File: config.mk
export PLATFORM = sky130hd
export DESIGN_NAME = spi_ram_slave
export DESIGN_NICKNAME = d
export VERILOG_FILES = /design/src/rtl/spi_ram_slave_pkg.sv /design/src/rtl/spi_ram_mem.sv /design/src/rtl/spi_ram_slave.sv
export SDC_FILE = /design/constraint.sdc
export NUM_CORES = 2
export LEC_CHECK = 0
export CAP_MARGIN = 20
export CORE_MARGIN = 1
export CORE_UTILIZATION = 45
export CTS_BUF_LIST = sky130_fd_sc_hd__clkbuf_4 sky130_fd_sc_hd__clkbuf_8 sky130_fd_sc_hd__clkbuf_16
export DETAILED_ROUTE_END_ITERATION = 7
export SYNTH_ARGS = -nofsm -noshare
export SYNTH_HDL_FRONTEND = slang
export SYNTH_SLANG_ARGS = --single-unit
export TNS_END_PERCENT = 20
File: constraint.sdc
create_clock -name clk -period 7 [get_ports clk]
set_input_delay 2.1 -clock clk [delete_from_list [all_inputs] [get_ports clk]]
set_output_delay 2.1 -clock clk [all_outputs]
set_load 0.02 [all_outputs]
File: src/rtl/spi_ram_slave_pkg.sv
// Shared types and constants for the SPI-accessible RAM slave.
// Holds the FSM state type, the frame opcodes and the frame-length helper.
package spi_ram_slave_pkg;

  typedef enum logic [1:0] {
    IDLE,
    RECV,
    RESP
  } state_t;

  localparam logic [1:0] OP_WADDR = 2'b00;
  localparam logic [1:0] OP_WDATA = 2'b01;
  localparam logic [1:0] OP_RADDR = 2'b10;
  localparam logic [1:0] OP_RDATA = 2'b11;

  // Frame = 2-bit opcode followed by a payload wide enough for address or data.
  function automatic int unsigned frame_len(input int unsigned addr_w,
                                            input int unsigned data_w);
    return 2 + ((addr_w > data_w) ? addr_w : data_w);
  endfunction

endpackage

File: src/rtl/spi_ram_mem.sv
// Single-port-write / synchronous-read RAM used as the SPI slave's storage.
// Contents are intentionally not reset.
module spi_ram_mem
  import spi_ram_slave_pkg::*;
#(
  parameter int unsigned ADDR_W = 8,
  parameter int unsigned DATA_W = 8
) (
  input  logic              clk,
  input  logic              we,
  input  logic [ADDR_W-1:0] waddr,
  input  logic [DATA_W-1:0] wdata,
  input  logic              re,
  input  logic [ADDR_W-1:0] raddr,
  output logic [DATA_W-1:0] dout
);

  logic [DATA_W-1:0] mem [2**ADDR_W];

  always_ff @(posedge clk) begin
    if (we) begin
      mem[waddr] <= wdata;
    end
    if (re) begin
      dout <= mem[raddr];
    end
  end

endmodule

File: src/rtl/spi_ram_slave.sv
// SPI slave giving serial access to an internal RAM: address/data frames in on
// MOSI, read data out on MISO, all synchronous to clk.
module spi_ram_slave
  import spi_ram_slave_pkg::*;
#(
  parameter int unsigned ADDR_W   = 8,
  parameter int unsigned DATA_W   = 8,
  parameter bit          AUTO_INC = 1'b1
) (
  input  logic clk,
  input  logic rst,
  input  logic SS_n,
  input  logic MOSI,
  output logic MISO,
  output logic rd_active
);

  localparam int unsigned F      = frame_len(ADDR_W, DATA_W);
  localparam int unsigned BCNT_W = $clog2(F);
  localparam int unsigned RCNT_W = $clog2(DATA_W + 1);

  state_t state, next_state;

  logic [BCNT_W-1:0] bit_cnt;
  logic [RCNT_W-1:0] rcnt;
  logic [F-2:0]      shreg;
  logic [F-1:0]      frame;
  logic [1:0]        opcode;
  logic              last_bit;
  logic              resp_done;

  logic [ADDR_W-1:0] waddr;
  logic [ADDR_W-1:0] raddr;
  logic              wr_pend;
  logic [DATA_W-1:0] wr_data;
  logic              mem_re;
  logic [DATA_W-1:0] dout;
  logic [DATA_W-1:0] out_sh;

  // The frame currently completing: bits already shifted plus the one on MOSI now.
  assign frame     = {shreg, MOSI};
  assign opcode    = frame[F-1 -: 2];
  assign last_bit  = (bit_cnt == BCNT_W'(F - 1));
  assign resp_done = (rcnt == RCNT_W'(DATA_W));

  always_ff @(posedge clk or posedge rst) begin
    if (rst) begin
      state <= IDLE;
    end else begin
      state <= next_state;
    end
  end

  always_comb begin
    next_state = state;
    unique case (state)
      IDLE: begin
        if (!SS_n) begin
          next_state = RECV;
        end
      end
      RECV: begin
        if (SS_n) begin
          next_state = IDLE;
        end else if (last_bit && (opcode == OP_RDATA)) begin
          next_state = RESP;
        end
      end
      RESP: begin
        if (SS_n) begin
          next_state = IDLE;
        end else if (resp_done) begin
          next_state = RECV;
        end
      end
      default: next_state = IDLE;
    endcase
  end

  // rcnt==0 is the RAM read cycle; rcnt 1..DATA_W present one bit each.
  // The MSB is taken straight from dout since out_sh cannot load it in time.
  always_comb begin
    MISO      = 1'b0;
    rd_active = 1'b0;
    mem_re    = 1'b0;
    if (state == RESP) begin
      mem_re    = (rcnt == '0);
      rd_active = (rcnt != '0);
      MISO      = rd_active & ((rcnt == RCNT_W'(1)) ? dout[DATA_W-1] : out_sh[DATA_W-1]);
    end
  end

  always_ff @(posedge clk or posedge rst) begin
    if (rst) begin
      bit_cnt <= '0;
      rcnt    <= '0;
      shreg   <= '0;
      waddr   <= '0;
      raddr   <= '0;
      wr_pend <= 1'b0;
      wr_data <= '0;
      out_sh  <= '0;
    end else begin
      wr_pend <= 1'b0;
      // The write lands one cycle after decode, so waddr advances here too.
      if (wr_pend && AUTO_INC) begin
        waddr <= waddr + 1'b1;
      end
      unique case (state)
        IDLE: begin
          bit_cnt <= '0;
          rcnt    <= '0;
        end
        RECV: begin
          if (!SS_n) begin
            shreg <= frame[F-2:0];
            rcnt  <= '0;
            if (last_bit) begin
              bit_cnt <= '0;
              case (opcode)
                OP_WADDR: waddr <= frame[ADDR_W-1:0];
                OP_WDATA: begin
                  wr_pend <= 1'b1;
                  wr_data <= frame[DATA_W-1:0];
                end
                OP_RADDR: raddr <= frame[ADDR_W-1:0];
                default: ;
              endcase
            end else begin
              bit_cnt <= bit_cnt + 1'b1;
            end
          end else begin
            bit_cnt <= '0;
          end
        end
        RESP: begin
          if (!SS_n) begin
            if (rcnt == RCNT_W'(1)) begin
              out_sh <= dout << 1;
            end else begin
              out_sh <= out_sh << 1;
            end
            if (resp_done) begin
              rcnt    <= '0;
              bit_cnt <= '0;
              if (AUTO_INC) begin
                raddr <= raddr + 1'b1;
              end
            end else begin
              rcnt <= rcnt + 1'b1;
            end
          end
        end
        default: ;
      endcase
    end
  end

  spi_ram_mem #(
    .ADDR_W(ADDR_W),
    .DATA_W(DATA_W)
  ) u_mem (
    .clk   (clk),
    .we    (wr_pend),
    .waddr (waddr),
    .wdata (wr_data),
    .re    (mem_re),
    .raddr (raddr),
    .dout  (dout)
  );

endmodule

==> key figures <==
STA
  – Final min period: 4.90 ns
  – RSZ-0062 raised after global routing: no
  – Count of final max-slew check failures: 0
  – Fin. Hold Viols: 0
  – Setup TNS: 0 ns
  – Clk_skew: 0.0352 ns
  – Final period util: 70.0%
  – Slew HR: 12.9%
  – Actual slew at the worst max-slew pin: 1.31 ns
  – # setup viols final: 0
  – FMAX: 204 MHz

Synth
  – Synth top area share: 75.1%
  – Warnings, synthesis: 0
  – Synth top area cells: edfxtp_1, mux4_2, mux2i_1
  – Net Count, Synth: 4042
  – Async SR Flop Fraction: 2.42%
  – Number of flops mapped to enable cells by yosys: 2056
  – Post-synth cell types: 60
  – Mapped Cells: 4027
  – Cell taking the most area after synthesis: edfxtp_1
  – Top_reg_cell synth: edfxtp_1
  – Netlist Area Pre-Place: 82200 um2
  – Number of synthesized register bits: 2107
  – Seq/Total Area, Yosys: 76.7%
  – Most common cell in the netlist: edfxtp_1
  – Top cells by count, synth: edfxtp_1, mux4_2, nor2_1, mux2i_1, clkbuf_1
  – Syn avg cell area: 20.4 um2

GRT
  – Remaining global-route overflow: 0
  – GRT Util Overall: 22.6%
  – Global-route wire length before repair: 299000 um
  – Initial antenna violation count: 4
  – Vias in the first global route: 40500
  – Largest net degree at the start of global routing: 241

Finish
  – Non-filler cells, final: 6632
  – Area growth syn-to-layout: 11.6%
  – Ratio of cells with drive above 1 in the final layout: 21.7%
  – Total Nets Final: 4109
  – Fillers: 14400

Die
  – Total core area: 181000 um2
  – Num rows: 156
  – Die W: 429 um
  – Die area: 184000 um2
  – Die H: 429 um
  – # IOs: 6
  – Initial core utilization: 45.4%

Drt
  – Drt pass-1 iters: 5
  – DR WL/cell: 31.4 um
  – ANT nets after route: 0
  – # DRC: 0
  – Final WL: 208000 um
  – Vias: 40400
  – Via density: 6.09
  – Initial DRC Count: 4836

Clocking
  – Later-pin clock latency in the skew report: 0.84 ns
  – Cts repair resizes: 0
  – Htree depth: 4
  – Post-CTS Setup Inserts: 0
  – CTS Root Cell: clkbuf_16
  – CTS buffer count: 209
  – Max Root-Sink Buffers: 3
  – Clock sinks: 2107
  – # hold bufs at CTS: 0
  – Clock transition at path regs: 0.06 ns
  – TritonCTS clock tree: yes

Setup path
  – Critical Path RT: 4.90 ns
  – CP Launch Type: register
  – Crit. End Element: output port
  – Arr. time, crit path: 2.80 ns
  – Kind of critical path: reg -> out
  – CP max FO: 9

Power and ir drop
  – PwrDens: 272 nW/um2
  – Pleak: 23.5 nW
  – Worst IR Drop VDD: 0.279 mV

Status
  – Status: completed

Placement
  – Post-DP HPWL: 123000 um
  – Gp weighted congestion: 0.877
  – IO buf count: 5
  – Cells after DPL: 6253

Min path
  – Hold Crit Class: reg -> reg

Run
  – Max_cap viols: 0
==> report_power, final <==
| part | leakage [nW] | internal [mW] | switching (mW) |
|---|---|---|---|
| clock network | 3.33 | 6.27 | 4.69 |
| registers | 16.0 | 13.7 | 0.0970 |
| logic | 4.20 | 0.0833 | 0.109 |
==> cell usage in the layout, fill, tap and decap left out, drive strengths merged, types with 4 or more instances in the layout <==
master / count
edfxtp: 2056
mux4: 434
nor2: 284
mux2i: 278
clkbuf: 262
nand2: 117
clkinv: 93
buf: 92
o21ai: 79
a21oi: 77
a22oi: 60
dfrtp: 51
a221oi: 42
nand3: 40
mux2: 37
o22ai: 28
nor2b: 22
inv: 19
a31oi: 18
bufinv: 15
a22o: 11
ha: 11
o2111ai: 10
nor3: 9
a2111oi: 9
a211oi: 8
nand3b: 7
o31ai: 7
o211ai: 7
nand2b: 6
and2: 6
o32ai: 5
xor2: 5
clkdlybuf4s50: 5
nor4: 4
a32o: 4
and3: 4
nand4: 4
==> kinds of logic (layout without fill, tap and decap cells) <==
| family | after synthesis | in the layout | synth area share, % |
|---|---|---|---|
| other | 0 | 2 | 0 |
| and+or+nand+nor | 513 | 513 | 2.64 |
| muxes | 749 | 749 | 15.8 |
| DFF | 2107 | 2107 | 76.7 |
| adders and majority gates | 11 | 11 | 0.167 |
| AOI/OAI and AO/OA | 385 | 385 | 3.14 |
| xor gates and xnor gates | 7 | 7 | 0.0746 |
| buffers and inverters | 255 | 488 | 1.52 |
==> flip-flops by register name (all words and copies together), names as in the netlist <==
signal / cells
waddr: 8
wr_data: 8
out_sh: 7
u_mem.mem: 2048
rcnt: 4
u_mem.dout: 8
raddr: 8
state: 2
bit_cnt: 4
shreg: 9
wr_pend: 1
==> stage by stage <==
stage	power (mW)	instance area [um2]	setup slack [ns]	util (%)	hold slack, ns
2_1_floorplan	14.1	82200	3.02	-	0.445
3_3_place_gp	14.2	85000	1.98	46.9	0.462
3_5_place_dp	14.2	85000	2.36	46.9	0.470
4_1_cts	25.1	91700	2.02	50.6	0.484
5_1_grt	25.6	91700	1.93	50.6	0.515
6_report	24.9	91700	2.10	50.6	0.481
==> final timing paths <==
check	startpoint	endpoint	slack [ns]	depth (start not counted)
worst max register to register	raddr[2]	u_mem.dout[7]	2.68	8
worst min register to register	out_sh[7]	out_sh[7]	0.48	2
max in group asynchronous	rst	wr_data[6]	4.70	3
worst max-delay path	rcnt[2]	MISO	2.10	5
min in group asynchronous	rst	rcnt[1]	1.78	3
worst min-delay path	out_sh[7]	out_sh[7]	0.48	2
==> layer usage <==
metal  track usage (%)  share of wire, %  up-vias
met3              4.70               8.0      325
met5                 0             0.013        -
li1                  -                 -    16800
met1              32.6                42    21600
met4              6.85               3.0        4
met2              34.8                47     1640
==> layout make-up <==
| type | instances | area, um2 | share of cell area [%] |
|---|---|---|---|
| Clock inverter | 115 | 976 | 1.06 |
| Inverter | 13 | 51.3 | 0.0560 |
| Clock buffer | 262 | 5680 | 6.20 |
| Timing Repair Buffer | 98 | 898 | 0.980 |
| Tap cell | 2370 | 2970 | 3.23 |
| Multi-Input combinational cell | 1665 | 18000 | 19.7 |
| Antenna cell | 2 | 5.00 | 0.00546 |
| Sequential cell | 2107 | 63100 | 68.8 |
==> worst max-delay path, stage by stage (launching register included) <==
cell             delay (ns)
dfrtp_1                0.42
nor2_1                 0.21
and2_1                 0.42
mux2i_1                0.18
nor2b_1                0.13
clkdlybuf4s50_1        0.61
Power figures use the tool's default switching activity.
